**config.mk**
```make
export PLATFORM = sky130hd
export DESIGN_NAME = seven_segment_capture
export DESIGN_NICKNAME = d
export VERILOG_FILES = /design/src/rtl/seven_segment_capture.sv
export SDC_FILE = /design/constraint.sdc
export NUM_CORES = 1
export LEC_CHECK = 0
export CAP_MARGIN = 0
export CORE_MARGIN = 2
export CORE_UTILIZATION = 55
export CTS_CLUSTER_DIAMETER = 200
export DETAILED_ROUTE_END_ITERATION = 8
export HOLD_SLACK_MARGIN = 0.15
export PLACE_DENSITY = 0.84
export SLEW_MARGIN = 10
export SYNTH_ARGS = -nofsm -noshare
export SYNTH_HDL_FRONTEND = slang
export SYNTH_SLANG_ARGS = --single-unit
export TNS_END_PERCENT = 30
```
**constraint.sdc**
```tcl
create_clock -name clk -period 3.55 [get_ports clk]
set_input_delay 0.5325 -clock clk [delete_from_list [all_inputs] [get_ports clk]]
set_output_delay 0.5325 -clock clk [all_outputs]
set_load 0.005 [all_outputs]
```
**src/rtl/seven_segment_capture.sv**
```systemverilog
// seven_segment_capture: samples muxed active-low 4-digit seven-segment lines (enable, led_out), decodes settled phases into digits/valid/blank/dp, flags frame_valid, decode_err, timeout
module seven_segment_capture #(
  parameter bit HEX = 1'b0,
  parameter int SETTLE_CYCLES = 4,
  parameter int TIMEOUT_CYCLES = 1024
) (
  input  logic        clk,
  input  logic        reset,
  input  logic [3:0]  enable,
  input  logic [7:0]  led_out,
  output logic [15:0] digits,
  output logic [3:0]  digit_valid,
  output logic [3:0]  digit_blank,
  output logic [3:0]  digit_dp,
  output logic        frame_valid,
  output logic        decode_err,
  output logic        timeout
);
  localparam int CW = $clog2(SETTLE_CYCLES + 1);
  localparam int TW = $clog2(TIMEOUT_CYCLES + 1);
  localparam logic [127:0] SEG = {8'h71, 8'h61, 8'h85, 8'h63, 8'hC1, 8'h11, 8'h09, 8'h01,
                                  8'h1F, 8'h41, 8'h49, 8'h99, 8'h0D, 8'h25, 8'h9F, 8'h03};
  typedef enum logic [1:0] {IDLE, SETTLE, CAPTURED} state_t;
  state_t state, state_next;
  logic [3:0] en_q, en_p, seen, sel, value;
  logic [7:0] led_q, led_p;
  logic [CW-1:0] cnt, cnt_next;
  logic [TW-1:0] tcnt;
  logic [1:0] idx;
  logic legal, changed, hold, cap, known, ok, blank, frame;
  assign legal = $onehot(~en_q);
  assign idx = !en_q[0] ? 2'd0 : !en_q[1] ? 2'd1 : !en_q[2] ? 2'd2 : 2'd3;
  assign sel = 4'b1 << idx;
  assign changed = {en_q, led_q} != {en_p, led_p};
  assign blank = led_q[7:1] == 7'h7F;
  assign ok = known && (HEX || value < 4'd10);
  assign frame = (seen | sel) == 4'hF;
  always_comb begin
    value = '0;
    known = 1'b0;
    for (int k = 0; k < 16; k++) if (SEG[8*k+1 +: 7] == led_q[7:1]) begin value = 4'(k); known = 1'b1; end
  end
  always_comb begin
    cnt_next = !legal ? '0 : changed ? CW'(1) : cnt == CW'(SETTLE_CYCLES) ? cnt : cnt + 1'b1;
    hold = state == CAPTURED && !changed;
    cap = legal && !hold && cnt_next == CW'(SETTLE_CYCLES);
    state_next = !legal ? IDLE : (hold || cap) ? CAPTURED : SETTLE;
  end
  always_ff @(posedge clk) begin
    if (reset) begin
      en_q <= 4'hF;
      en_p <= 4'hF;
      led_q <= 8'hFF;
      led_p <= 8'hFF;
      cnt <= '0;
      tcnt <= '0;
      state <= IDLE;
      seen <= '0;
      digits <= '0;
      digit_valid <= '0;
      digit_blank <= '0;
      digit_dp <= '0;
      frame_valid <= 1'b0;
      decode_err <= 1'b0;
      timeout <= 1'b0;
    end else begin
      en_q <= enable;
      led_q <= led_out;
      en_p <= en_q;
      led_p <= led_q;
      cnt <= cnt_next;
      state <= state_next;
      frame_valid <= 1'b0;
      decode_err <= 1'b0;
      if (cap) begin
        tcnt <= '0;
        timeout <= 1'b0;
        digit_dp[idx] <= ~led_q[0];
        digit_valid[idx] <= ok || blank;
        digit_blank[idx] <= blank;
        if (ok || blank) digits[{idx, 2'b00} +: 4] <= ok ? value : 4'd0;
        decode_err <= !ok && !blank;
        frame_valid <= frame;
        seen <= frame ? 4'h0 : seen | sel;
      end else begin
        tcnt <= tcnt == TW'(TIMEOUT_CYCLES) ? tcnt : tcnt + 1'b1;
        if (tcnt >= TW'(TIMEOUT_CYCLES - 1)) begin
          timeout <= 1'b1;
          digit_valid <= '0;
          seen <= '0;
        end
      end
    end
  end
endmodule

```
Word-level counts from Yosys, hierarchy flattened
Index checks and enable logic that the tools add are counted.
W data, S select, Z words.
{"block": "totals", "in_bits": 14, "reg_bits": 75, "ram_bits": 0, "rom_bits": 0, "n_memories": 0, "latchBits": 0}
{"block": "classes", "div": 0, "bitwise_logic": 5, "muxes": 49, "n_addsub": 6, "n_mul": 0, "n_lt_le_gt_ge": 4, "n_shift": 3, "n_reduce_logical": 18, "n_eq_ne": 23}
{"cell": "$mux W4", "n": 19}
{"cell": "$eq A6 B7 Y1 const A", "n": 5}
{"cell": "$eq A7 B7 Y1 const A", "n": 4}
{"cell": "$mux W1", "n": 19}
{"cell": "$bwmux W16", "n": 1}
{"cell": "$shift A4 B6 Y16 const A", "n": 1}
{"cell": "$shiftx A4 B6 Y16", "n": 1}
{"cell": "$eq A3 B7 Y1 const A", "n": 2}
{"cell": "$eq A4 B7 Y1 const A", "n": 2}
{"cell": "$bwmux W4", "n": 3}
{"cell": "$ne A12 B12 Y1", "n": 1}
{"cell": "$add A11 B1 Y11 const B", "n": 1}
{"cell": "$eq A11 B11 Y1 const B", "n": 1}
{"cell": "$ge A11 B10 Y1 const B", "n": 1}
{"cell": "$mux W3", "n": 3}
{"cell": "$eq A1 B7 Y1 const A", "n": 1}
{"cell": "$eq A5 B7 Y1 const A", "n": 1}
{"cell": "$eq A7 B7 Y1 const B", "n": 1}
{"cell": "$logic_not A7 Y1", "n": 1}
{"cell": "$eq A3 B3 Y1 const B", "n": 2}
{"cell": "$logic_and A1 B1 Y1", "n": 6}
{"cell": "$mux W2", "n": 3}
{"cell": "$neg A4 Y6", "n": 1}
{"cell": "$reduce_or A2 Y1", "n": 3}
{"cell": "18 further kinds", "n": 25}

Longest topological paths before layout
Gate-level depths: netlist of the first run.
{"block": "logic_depth", "word_depth": 21, "mapped_depth": 12, "ltp_nobuf": 10}

Worst setup path before layout of the first run
Ideal clock, no wire load.
{"block": "synth_timing", "kind": "register to register", "startpoint": "reg en_q[0]", "endpoint": "reg timeout", "setup_slack_ns": 0.830, "arrival_ns": 2.583, "stages_incl_launch_ff": 13, "period_less_slack_ns": 2.720, "t_required_ns": 3.413, "path_buffers": 2, "path_cell_list": "dfxtp_1 > fa_1 > inv_1 > ha_1 > ha_1 > nor2_1 > nand2_1 > nand4b_1 > or2_1 > clkbuf_1 > nand2_1 > buf_2 > a21oi_1"}
{"block": "synth_via", "elab_chain_cells": 8}
{"element": "start, declared", "line_no": "25", "text": "logic [3:0] en_q, en_p, seen, sel, value;"}
{"element": "start signal, assigned", "line_no": "67", "text": "en_q <= enable;"}
{"element": "$not A4 Y4", "line_no": "31", "text": "assign legal = $onehot(~en_q);"}
{"element": "$add A1 B1 Y2 (not written as such)", "line_no": "31"}
{"element": "$add A2 B2 Y3 (not written as such)", "line_no": "31"}
{"element": "$eq A3 B1 Y1", "line_no": "31"}
{"element": "$mux W3", "line_no": "44", "text": "cnt_next = !legal ? '0 : changed ? CW'(1) : cnt == CW'(SETTLE_CYCLES) ? cnt : cnt + 1'b1;"}
{"element": "$eq A3 B3 Y1", "line_no": "46", "text": "cap = legal && !hold && cnt_next == CW'(SETTLE_CYCLES);"}
{"element": "$logic_and A1 B1 Y1 (*)", "line_no": "46"}
{"element": "$reduce_or A2 Y1 (no source line) (*)"}
{"element": "end signal, assigned", "line_no": "65", "text": "timeout <= 1'b0;"}
{"element": "end signal, assigned", "line_no": "77", "text": "timeout <= 1'b0;"}
{"element": "end signal, assigned", "line_no": "88", "text": "timeout <= 1'b1;"}
{"element": "end, declared", "line_no": "17", "text": "output logic timeout"}
Every way passes the cells marked *; elsewhere a longest branch is shown, timed or not.
A chain may end at the register's enable or synchronous reset.

Worst setup path in the final report of the first run
{"block": "layout_timing", "startpoint": "reg en_q[0]", "endpoint": "reg seen[1]"}
{"block": "layout_via", "elab_chain_cells": 8}
{"element": "$not A4 Y4", "line_no": "31"}
{"element": "$add A1 B1 Y2 (not written as such)", "line_no": "31"}
{"element": "$add A2 B2 Y3 (not written as such)", "line_no": "31"}
{"element": "$eq A3 B1 Y1", "line_no": "31"}
{"element": "$mux W3", "line_no": "44"}
{"element": "$eq A3 B3 Y1", "line_no": "46"}
{"element": "$logic_and A1 B1 Y1", "line_no": "46"}
{"element": "$mux W4 / $reduce_bool A2 Y1 (equally long branches)"}
{"element": "end signal, assigned", "line_no": "84", "text": "seen <= frame ? 4'h0 : seen | sel;"}
{"element": "end, declared", "line_no": "25"}
Several ways; a longest one is shown, not always the timed one.

==> results.md, run 1 <==
* Yosys reg bits at 75
* Max-Cap Viols at 0
* Num rows at 29
* Ratio of cells with drive above 1 in the final layout at 0.1235
* WL/cell at 14.16 um
* Synth-to-layout area growth at 20.34%
* Post-synth EDFFs at 0
* Final period util at 0.8549
* Slowest cell on crit path: fa_1
* CTS Hold Buffers Added at 0
* Worst Clk Skew at 0.009429 ns
* Yosys warning total at 0
* Max-slew violations at 0
* DRT iter0 DRCs at 105
* Largest net degree at the start of global routing at 30
* Setup TNS at 0 ns
* Final WL at 7053 um
* Vias in the first global route at 2667
* Post-CTS setup buffers at 0
* Critical Path Sink Type: register
* Root Buffer: clkbuf_8
* RD Place Congestion at 0.8311
* CTS Sinks at 75
* Final hold violation count at 0
* CP Launch Type: register
* Max-slew headroom at 0.5417
* Syn Area/Cell at 9.270 um2
* Htree depth at 3
* Synth unique cells at 42
* Worst-Skew Late Latency at 0.34 ns
* Main synth FF type: dfxtp_1
* RSZ-0062 raised after global routing: no
* Total gr overflow at 0
* Synth Instances at 377
* Die Footprint at 7007 um2
* N_diodes at 0
* Vias per Instance at 5.442
* Drc violations at 0
* Core area at 6241 um2
* Io pins at 45
* Pwr dens at 418.5 nW/um2
* Period minus WS final at 3.035 ns
* Max Fclk at 329.5 MHz
* First-pass GRT wire length at 12290 um
* Synthesized area at 3495 um2
* Worst Path Required at 3.76 ns
* Crit Path Class: reg -> reg
* Synth async-reset ratio at 0
* Worst slew pin tran at 0.6867 ns
* Placed cells at 482
* Via count at 2710
* Initial antenna violation count at 0
* CP Data Arrival Time at 3.24 ns
* Worst-path fanout max at 16
* Resized Gates After CTS at 0
* # port buffers at 44
* Tot GR Track Use at 0.2151
* Status: finished, final reports clean
* Worst vdd ir at 0.0002848 V
* Hold WC Path Type: reg -> reg
* CTS buffer count at 9
* Largest stage delay, worst path at 0.55 ns
* Worst-path cell chain: fa_1, inv_1, ha_1, ha_1, nor2_1, nand2_1, nand4b_1, or2_1, nand2_1, o21ai_0
* Leakage power at 1.651 nW
* Hpwl dp at 4973 um
* Routed Antenna Nets at 0
* Layout Utilization at 0.6738
* DRT Pass-1 Iters at 4
* Worst-case clock buffer depth at 2
* Die Span Y at 83.71 um
* CTS tree: done
* Setup-failing EPs final at 0
* Register area share after synthesis at 0.4296
* Synthesized Nets at 407
* Initial Util at 0.5599
* Die Wd at 83.71 um
* Net count, final at 446
* CTS clk-pin slew, worst paths at 0.08 ns
* Fin cells at 498
==> logic make-up (layout without fill, tap and decap cells) <==
logic type,count (synthesis),count (layout),share of synthesized area
and+or+nand+nor,178,178,0.2925
muxes,26,26,0.07483
buffers and inverters,32,76,0.03545
adders and majority gates,16,16,0.05943
DFF,75,75,0.4296
AOI/OAI and AO/OA,27,27,0.05049
xor gates and xnor gates,23,23,0.05764
==> Yosys cell counts, types with 2 or more instances <==
cell type,n,share of area
and3_1,3,0.0054
nand2b_1,4,0.0072
inv_1,13,0.014
xor2_1,18,0.045
o21ai_0,10,0.014
nor4_1,6,0.011
nor2_1,21,0.023
nand2_1,65,0.070
nor3b_1,3,0.0064
nand4_1,10,0.018
or2_2,22,0.039
a21oi_1,7,0.010
dfxtp_1,75,0.43
nand3_4,5,0.025
xnor2_1,5,0.013
nor3_1,5,0.0072
nand3_1,13,0.019
clkbuf_1,16,0.017
nand4b_1,6,0.015
o211ai_1,2,0.0043
mux2i_1,25,0.072
nor4b_1,4,0.010
nor4_4,3,0.018
buf_2,3,0.0043
nand3b_1,2,0.0043
ha_1,15,0.054
==> registers in the layout, indices dropped and copies added, names as in the netlist <==
| register | cells |
|---|---|
| digits | 16 |
| tcnt | 11 |
| led_p | 8 |
| led_q | 8 |
| digit_blank | 4 |
| digit_dp | 4 |
| digit_valid | 4 |
| en_p | 4 |
| en_q | 4 |
| seen | 4 |
| cnt | 3 |
| state | 2 |
| decode_err | 1 |
| frame_valid | 1 |
| timeout | 1 |
==> metal layers <==
metal  routed length [um]  track usage
met1                 3111       0.2747
met2                 3504       0.3549
met3                  286      0.03956
met4                  150      0.09531
met5                    0            0
==> path summary, 6_finish.rpt <==
kind | startpoint | end | slack, ns | cells past startpoint
worst min-delay path | timeout | timeout | 0.46 | 2
worst min register to register | timeout | timeout | 0.46 | 2
worst max-delay path | en_q[0] | seen[1] | 0.52 | 10
worst max register to register | en_q[0] | seen[1] | 0.52 | 10
==> through the flow <==
step | worst slack (ns) | cell area, um2 | power [mW] | hold WS, ns
floorplan | 0.8297 | 3495 | 1.007 | 0.4421
global placement | 0.6325 | 3979 | 1.043 | 0.4381
detailed placement | 0.5503 | 3979 | 1.049 | 0.4369
CTS | 0.5126 | 4205 | 1.775 | 0.4556
global route | 0.2280 | 4205 | 1.832 | 0.4737
finish | 0.5151 | 4205 | 1.760 | 0.4567
==> cell type report <==
type,count,area [um2]
tap,77,96.34
fill,494,2036
multi-input combinational,270,1869
sequential,75,1501
clock buffer,10,137.6
inverter,13,48.80
timing repair buffer,47,462.9
clock inverter,6,88.84
==> cell usage in the layout (no fill, tap or decap), types with 6 or more instances in the layout <==
| master | instances |
|---|---|
| a21oi_1 | 7 |
| clkbuf_8 | 10 |
| clkdlybuf4s50_1 | 44 |
| dfxtp_1 | 75 |
| ha_1 | 15 |
| inv_1 | 13 |
| mux2i_1 | 25 |
| nand2_1 | 65 |
| nand3_1 | 13 |
| nand4_1 | 10 |
| nand4b_1 | 6 |
| nor2_1 | 21 |
| nor4_1 | 6 |
| o21ai_0 | 10 |
| or2_2 | 22 |
| xor2_1 | 18 |
==> power breakdown <==
group / internal [mW] / total [mW] / switching (mW)
combinational: 0.0650 / 0.145 / 0.0799
sequential: 0.859 / 0.885 / 0.0259
clock: 0.415 / 0.730 / 0.315
total: 1.34 / 1.76 / 0.421
==> critical path: cells and delay by family (launching register included) <==
| kind | cells | cell delay, ns |
|---|---|---|
| adder cells (fa/ha/maj) | 3 | 0.98 |
| AND/OR/NAND/NOR | 5 | 1.32 |
| AO/OA/AOI/OAI | 1 | 0.18 |
| flip-flops | 1 | 0.37 |
| buffers and inverters | 1 | 0.04 |
Power figures use the tool's default switching activity.
==> inputs of run 2 (changes only) <==
Settings changed: ABC_AREA from default to 1, CORE_UTILIZATION 55 to 56, PLACE_DENSITY 0.84 to 0.85, SETUP_SLACK_MARGIN from default to 0.3.
==> run 2 against run 1 <==
Against the previous run: sequential share of layout area is 1.5 points lower; cell area up 4.4%; clock-buffer cell count is 1 higher; hold slack improved by 0.0079 ns; register-to-register slack better by 0.05 ns; critical path depth up 3; sequential power shrank 0.7%; non-clock buffer count down 1.
==> results.md, run 2 <==
* Hpwl dp at 5748 um (+16%)
* Levels on crit path at 13 (+3)
* Fin worst setup slack at 0.5659 ns (+0.05077 ns)
* Largest net degree at the start of global routing at 47 (+57%)
* Total gr overflow at 0 (unchanged)
* CTS clk-pin slew, worst paths at 0.08 ns (about the same)
* Net count, final at 600 (+35%)
* Biggest regs: digits x16, tcnt x11
* Final hold violation count at 0 (unchanged)
* Worst-path cell chain: fa_1, inv_1, ha_1, ha_1, nor2_1, nand2_1, a21oi_1, inv_1, nor2_2, nand2_1, nor2_2, nand4_1, a21oi_1
* CTS Sinks at 75 (unchanged)
* CTS tree: done
* Commonest non-fill, non-tap cell in the layout: nand2_1
* Synth unique cells at 32 (-24%)
* Synth async-reset ratio at 0 (unchanged)
* Io pins at 45 (unchanged)
* Die Footprint at 7282 um2 (+3.9%)
* Routed Antenna Nets at 0 (unchanged)
* Vias in the first global route at 3468 (+30%)
* WP buf/inv at 2 (+1)
* Register area share after synthesis at 0.4053 (-0.02438)
* Resized Gates After CTS at 0 (unchanged)
* Period minus WS final at 2.984 ns (-0.05077 ns)
* Main synth FF type: dfxtp_1
* Final Power at 1.737 mW (-1.3%)
* Crit Path Class: reg -> reg
* Root Buffer: clkbuf_8
* Synth-to-layout area growth at 18.54%
* Drc violations at 0 (unchanged)
* Reg area at 1501 um2 (unchanged)
* Synthesized Nets at 556 (+37%)
* Post-synth EDFFs at 0 (unchanged)
* CP Data Arrival Time at 3.28 ns (+0.04 ns)
* Setup TNS at 0 ns (unchanged)
* Post-CTS setup buffers at 0 (unchanged)
* Largest register FFs at 16 (unchanged)
* Initial antenna violation count at 0 (unchanged)
* Layout fillers at 522 (+5.7%)
* Worst Path Required at 3.85 ns (+0.09 ns)
* CP top delay family: simple AND/OR/NAND/NOR gates
* Slowest cell on crit path: fa_1
* Synth top area share at 0.4053 (-0.02438)
* Worst vdd ir at 0.0003032 V (+6.5%)
* Hold path cells at 2 (unchanged)
* Largest stage delay, worst path at 0.54 ns (about the same)
* CTS Hold Buffers Added at 0 (unchanged)
* Syn Area/Cell at 7.043 um2 (-24%)
* Setup-failing EPs final at 0 (unchanged)
* Area of the multi-input gates at 1899 um2 (+1.6%)
* Largest Register: digits
* WL/cell at 13.10 um (-7.5%)
* Pre-CTS setup slack at 0.5969 ns (+0.04660 ns)
* Synth top area cells: dfxtp_1, nand2_1, nor2_1
* Tot GR Track Use at 0.2474 (+0.03231)
* Max-Cap Viols at 0 (unchanged)
* First-pass GRT wire length at 14570 um (+19%)
* Commonest cells after routing, fill and taps aside: nand2_1, dfxtp_1, nor2_1, inv_1, clkdlybuf4s50_1
* Pwr dens at 395.6 nW/um2 (-5.5%)
* Worst Clk Skew at 0.01157 ns (+0.002142 ns)
* Via count at 3570 (+32%)
* Yosys reg bits at 75 (unchanged)
* CP Launch Type: register
* Yosys warning total at 0 (unchanged)
* Initial Util at 0.5801 (+0.02019)
* Max-slew violations at 0 (unchanged)
* RD Place Congestion at 0.8919 (+7.3%)
* Max-slew headroom at 0.4792 (-0.06251)
* Cell taking the most area after synthesis: dfxtp_1
* Worst reg-to-reg path cell count at 13 (+3)
* Synth top cells by count: nand2_1, dfxtp_1, nor2_1
* DRT Pass-1 Iters at 6 (+2)
* WHS at 0.4647 ns (+0.007939 ns)
* Vias per Instance at 5.475 (+0.62%)
* Worst-path fanout max at 12 (-4)
* Worst-Skew Late Latency at 0.37 ns (+0.03 ns)
* Worst slew pin tran at 0.7741 ns (+0.08739 ns)
* Final WL at 8542 um (+21%)
* Critical Path Sink Type: register
* Layout Utilization at 0.6877 (+0.01388)
* Num rows at 29 (unchanged)
* Die Span Y at 85.34 um (+1.9%)
* Synthesized area at 3705 um2 (+6.0%)
* Htree depth at 3 (unchanged)
* CTS buffer count at 9 (unchanged)
* Die Wd at 85.34 um (+1.9%)
* Max Fclk at 335.1 MHz (+1.7%)
* DRT iter0 DRCs at 472 (+350%)
* Hold WC Path Type: reg -> reg
* # port buffers at 44 (unchanged)
* Worst-case clock buffer depth at 2 (unchanged)
* Final period util at 0.8406 (-0.01430)
* Core area at 6386 um2 (+2.3%)
* Cell with the most instances after synthesis: nand2_1
* RSZ-0062 raised after global routing: no
* Ratio of cells with drive above 1 in the final layout at 0.08696 (-0.03656)
* N_diodes at 0 (unchanged)
* Synth Instances at 526 (+40%)
* Status: finished, final reports clean
* Leakage power at 1.857 nW (+12%)
[run 2: area by class of cell]
| class | count | share of cell area |
|---|---|---|
| flip-flops and latches | 75 | 0.3419 |
| clock inverters | 5 | 0.01396 |
| well taps | 77 | 0.02194 |
| inverters | 63 | 0.05385 |
| multi-input cells | 375 | 0.4325 |
| clock buffers | 11 | 0.03219 |
| repair buffers | 46 | 0.1037 |
[run 2: cell families after synthesis]
| family | Yosys count | share of synthesized area |
|---|---|---|
| XOR/XNOR | 10 | 0.02364 |
| AO/OA/AOI/OAI | 41 | 0.05572 |
| buffers and inverters | 77 | 0.08375 |
| flip-flops | 75 | 0.4053 |
| AND/OR/NAND/NOR | 306 | 0.3728 |
| adder cells (fa/ha/maj) | 16 | 0.05606 |
| multiplexers | 1 | 0.002702 |
[run 2: power by group]
part / switching (mW) / internal, mW
logic: 0.121 / 0.0607
registers: 0.0196 / 0.859
clock network: 0.331 / 0.346
[run 2: final timing paths]
check,startpoint,end,slack [ns]
max,en_q[0],digits[0],0.57
min,digits[15],digits[15],0.46
max reg2reg,en_q[0],digits[0],0.57
min reg2reg,digits[15],digits[15],0.46
[run 2: metal layers]
layer	track usage	up-vias	share of wire
met5	0	-	0
met4	0.1039	0	0.025
met3	0.07393	36	0.077
met2	0.4148	162	0.47
met1	0.2947	1618	0.43
li1	-	1754	-
[run 2: tightest hold or removal path, stage by stage, from the launching register on]
cell and delay, ns:
dfxtp_1 0.31, nand2_1 0.06, a21oi_1 0.05
[run 2: per-stage QoR]
stage	instances	instance area, um2
2_1_floorplan	526	3705
3_3_place_gp	635	4183
3_5_place_dp	635	4183
4_1_cts	651	4385
5_1_grt	652	4392
6_report	652	4392
==> inputs of run 3 (changes only) <==
Clock period 3.55 ns to 3 ns, I/O delays scaled along.
==> run 3 against run 2 <==
Against the previous run: clock-buffer cell count decreased by 1; global-route usage decreased by 0.64 points; via count fell by 0.25%; sequential power up 18%; non-clock buffer count grew 9; flip-flop and latch count did not move; utilization rose by 2.4 points; clock power increased by 3.1%; clock skew decreased by 0.0023 ns; die area stayed put; largest cell class unchanged; largest power group unchanged.
==> results.md, run 3 (synthesized netlist as in run 2, its figures left out) <==
* DRT iter0 DRCs at 272 (-42%)
* First-pass GRT wire length at 14300 um (-1.9%)
* Commonest cells after routing, fill and taps aside: nand2_1, dfxtp_1, nor2_1, inv_1, clkdlybuf4s50_1
* Die Footprint at 7282 um2 (unchanged)
* CTS tree: done
* Worst Path Required at 3.21 ns (-0.64 ns)
* Leakage power at 1.903 nW (+2.5%)
* Critical Path Sink Type: register
* Worst Clk Skew at 0.009232 ns (-0.002339 ns)
* Biggest regs: digits x16, tcnt x11
* Hold WC Path Type: reg -> reg
* Max-slew violations at 0 (unchanged)
* RD Place Congestion at 0.8588 (-3.7%)
* Final hold violation count at 0 (unchanged)
* Largest net degree at the start of global routing at 47 (unchanged)
* Vias per Instance at 5.404 (-1.3%)
* Io pins at 45 (unchanged)
* RSZ-0062 raised after global routing: yes
* Max-slew headroom at 0.4785 (-0.0006380)
* Slowest cell on crit path: fa_1
* Final WL at 8659 um (+1.4%)
* CTS Sinks at 75 (unchanged)
* Die Span Y at 85.34 um (unchanged)
* Worst slew pin tran at 0.7750 ns (+0.0009488 ns)
* Hpwl dp at 5767 um (+0.33%)
* CTS Hold Buffers Added at 0 (unchanged)
* FF-to-FF setup slack at 0.26 ns (-0.30 ns)
* Via count at 3561 (-0.25%)
* CP top delay family: adder cells
* Initial antenna violation count at 0 (unchanged)
* Clock power frac at 0.355 (-0.035)
* DRT Pass-1 Iters at 5 (-1)
* Ratio of cells with drive above 1 in the final layout at 0.1306 (+0.04363)
* Synth-to-layout area growth at 22.76%
* Final period util at 0.9121 (+0.07156)
* Levels on crit path at 15 (+2)
* Total gr overflow at 0 (unchanged)
* Die Wd at 85.34 um (unchanged)
* Max-Cap Viols at 0 (unchanged)
* Worst reg-to-reg path cell count at 15 (+2)
* Placed cells at 638 (+0.47%)
* Pwr dens at 432.5 nW/um2 (+9.3%)
* Tot GR Track Use at 0.2410 (-0.006411)
* Num rows at 29 (unchanged)
* Commonest non-fill, non-tap cell in the layout: nand2_1
* Worst-path cell chain: fa_1, inv_2, ha_4, ha_4, nor2_4, nand2_2, a21oi_2, inv_2, nor2_2, nand2_2, nor2_4, buf_12, nand3_2, nand2_2, a21oi_1
* Fin cells at 659 (+1.1%)
* Worst-path fanout max at 6 (-6)
* Vias in the first global route at 3297 (-4.9%)
* Worst-case clock buffer depth at 2 (unchanged)
* Htree depth at 3 (unchanged)
* Internal power at 1.417 mW (+12%)
* WP buf/inv at 3 (+1)
* Setup-failing EPs final at 0 (unchanged)
* Root Buffer: clkbuf_8
* Largest Register: digits
* Setup TNS at 0 ns (unchanged)
* # port buffers at 44 (unchanged)
* Status: finished, final reports clean
* CTS buffer count at 9 (unchanged)
* Cell mode on critical path: nand2_2
* Net count, final at 608 (+1.3%)
* Max Fclk at 365.4 MHz (+9.1%)
* Net Sw Frac at 0.2797 (+0.008626)
* Crit Path Class: reg -> reg
* Hold path cells at 2 (unchanged)
* Initial Util at 0.5801 (unchanged)
* WL/cell at 13.14 um (+0.29%)
* Worst vdd ir at 0.0003536 V (+17%)
* Period minus WS final at 2.736 ns (-0.2477 ns)
* Largest stage delay, worst path at 0.55 ns (about the same)
* N_diodes at 0 (unchanged)
* Largest register FFs at 16 (unchanged)
* Drc violations at 0 (unchanged)
* CP Launch Type: register
* Worst-Skew Late Latency at 0.35 ns (-0.02 ns)
* CTS clk-pin slew, worst paths at 0.08 ns (about the same)
* CP Data Arrival Time at 2.95 ns (-0.33 ns)
* Combinational Power Share at 0.117 (+0.012)
* Net Switching at 550.3 uW (+17%)
* Reg power frac at 0.528 (+0.022)
* Routed Antenna Nets at 0 (unchanged)
* Core area at 6386 um2 (unchanged)
## run 3: cell types whose count changed in the layout (fill, tap and decap cells not counted), sizes merged
cell and change:
buf +8, bufinv -1, clkinv +1, nor2 -1
## run 3: worst paths after layout
kind,from,endpoint
min,digits[9],digits[9]
max,en_q[1],digits[7]
min reg2reg,digits[9],digits[9]
max reg2reg,en_q[1],digits[7]
## run 3: power groups by stage
stage	clock, mW	combinational (mW)	sequential, mW
2_1_floorplan	0	0.154	1.06
5_1_grt	0.757	0.256	1.04
3_3_place_gp	0	0.199	1.06
6_report	0.698	0.230	1.04
3_5_place_dp	0	0.206	1.06
4_1_cts	0.711	0.211	1.04
## run 3: final cells by class
cell class	instances	area (um2)
Clock buffer	10	137.6
Inverter	63	236.5
Multi-Input combinational cell	374	1961
Timing Repair Buffer	55	568.0
Clock inverter	5	40.04
Tap cell	77	96.34
Sequential cell	75	1509
Fill cell	514	1838
## run 3: metal layers
metal	GRT usage	share of wire	routed length [um]
met5	0	0	0
met4	0.06926	0.021	178
met3	0.06712	0.067	576
met2	0.4148	0.48	4151
met1	0.2943	0.43	3754
## run 3: through the flow
step	setup WS [ns]	util	instance area (um2)	hold slack [ns]	total power, mW
2_1_floorplan	0.4787	-	3705	0.4400	1.211
3_3_place_gp	0.2457	0.6585	4205	0.4482	1.260
3_5_place_dp	0.08580	0.6585	4205	0.4549	1.269
4_1_cts	0.2878	0.6940	4432	0.4643	1.961
5_1_grt	0.1845	0.7122	4548	0.4845	2.055
6_report	0.2636	0.7122	4548	0.4602	1.967
## run 3: tightest hold or removal path, cell delays in order, from the launching register on
cell and delay [ns]:
dfxtp_1 0.31, nand2_1 0.06, a21oi_1 0.05
## run 3: what timing repair did
item | in CTS | in global routing
pin swaps | 1 | 8
buffers inserted | 3 | 2
cloned | 0 | 1
endpoints found under the setup margin | 40 | 35
gates resized for setup | 6 | 20
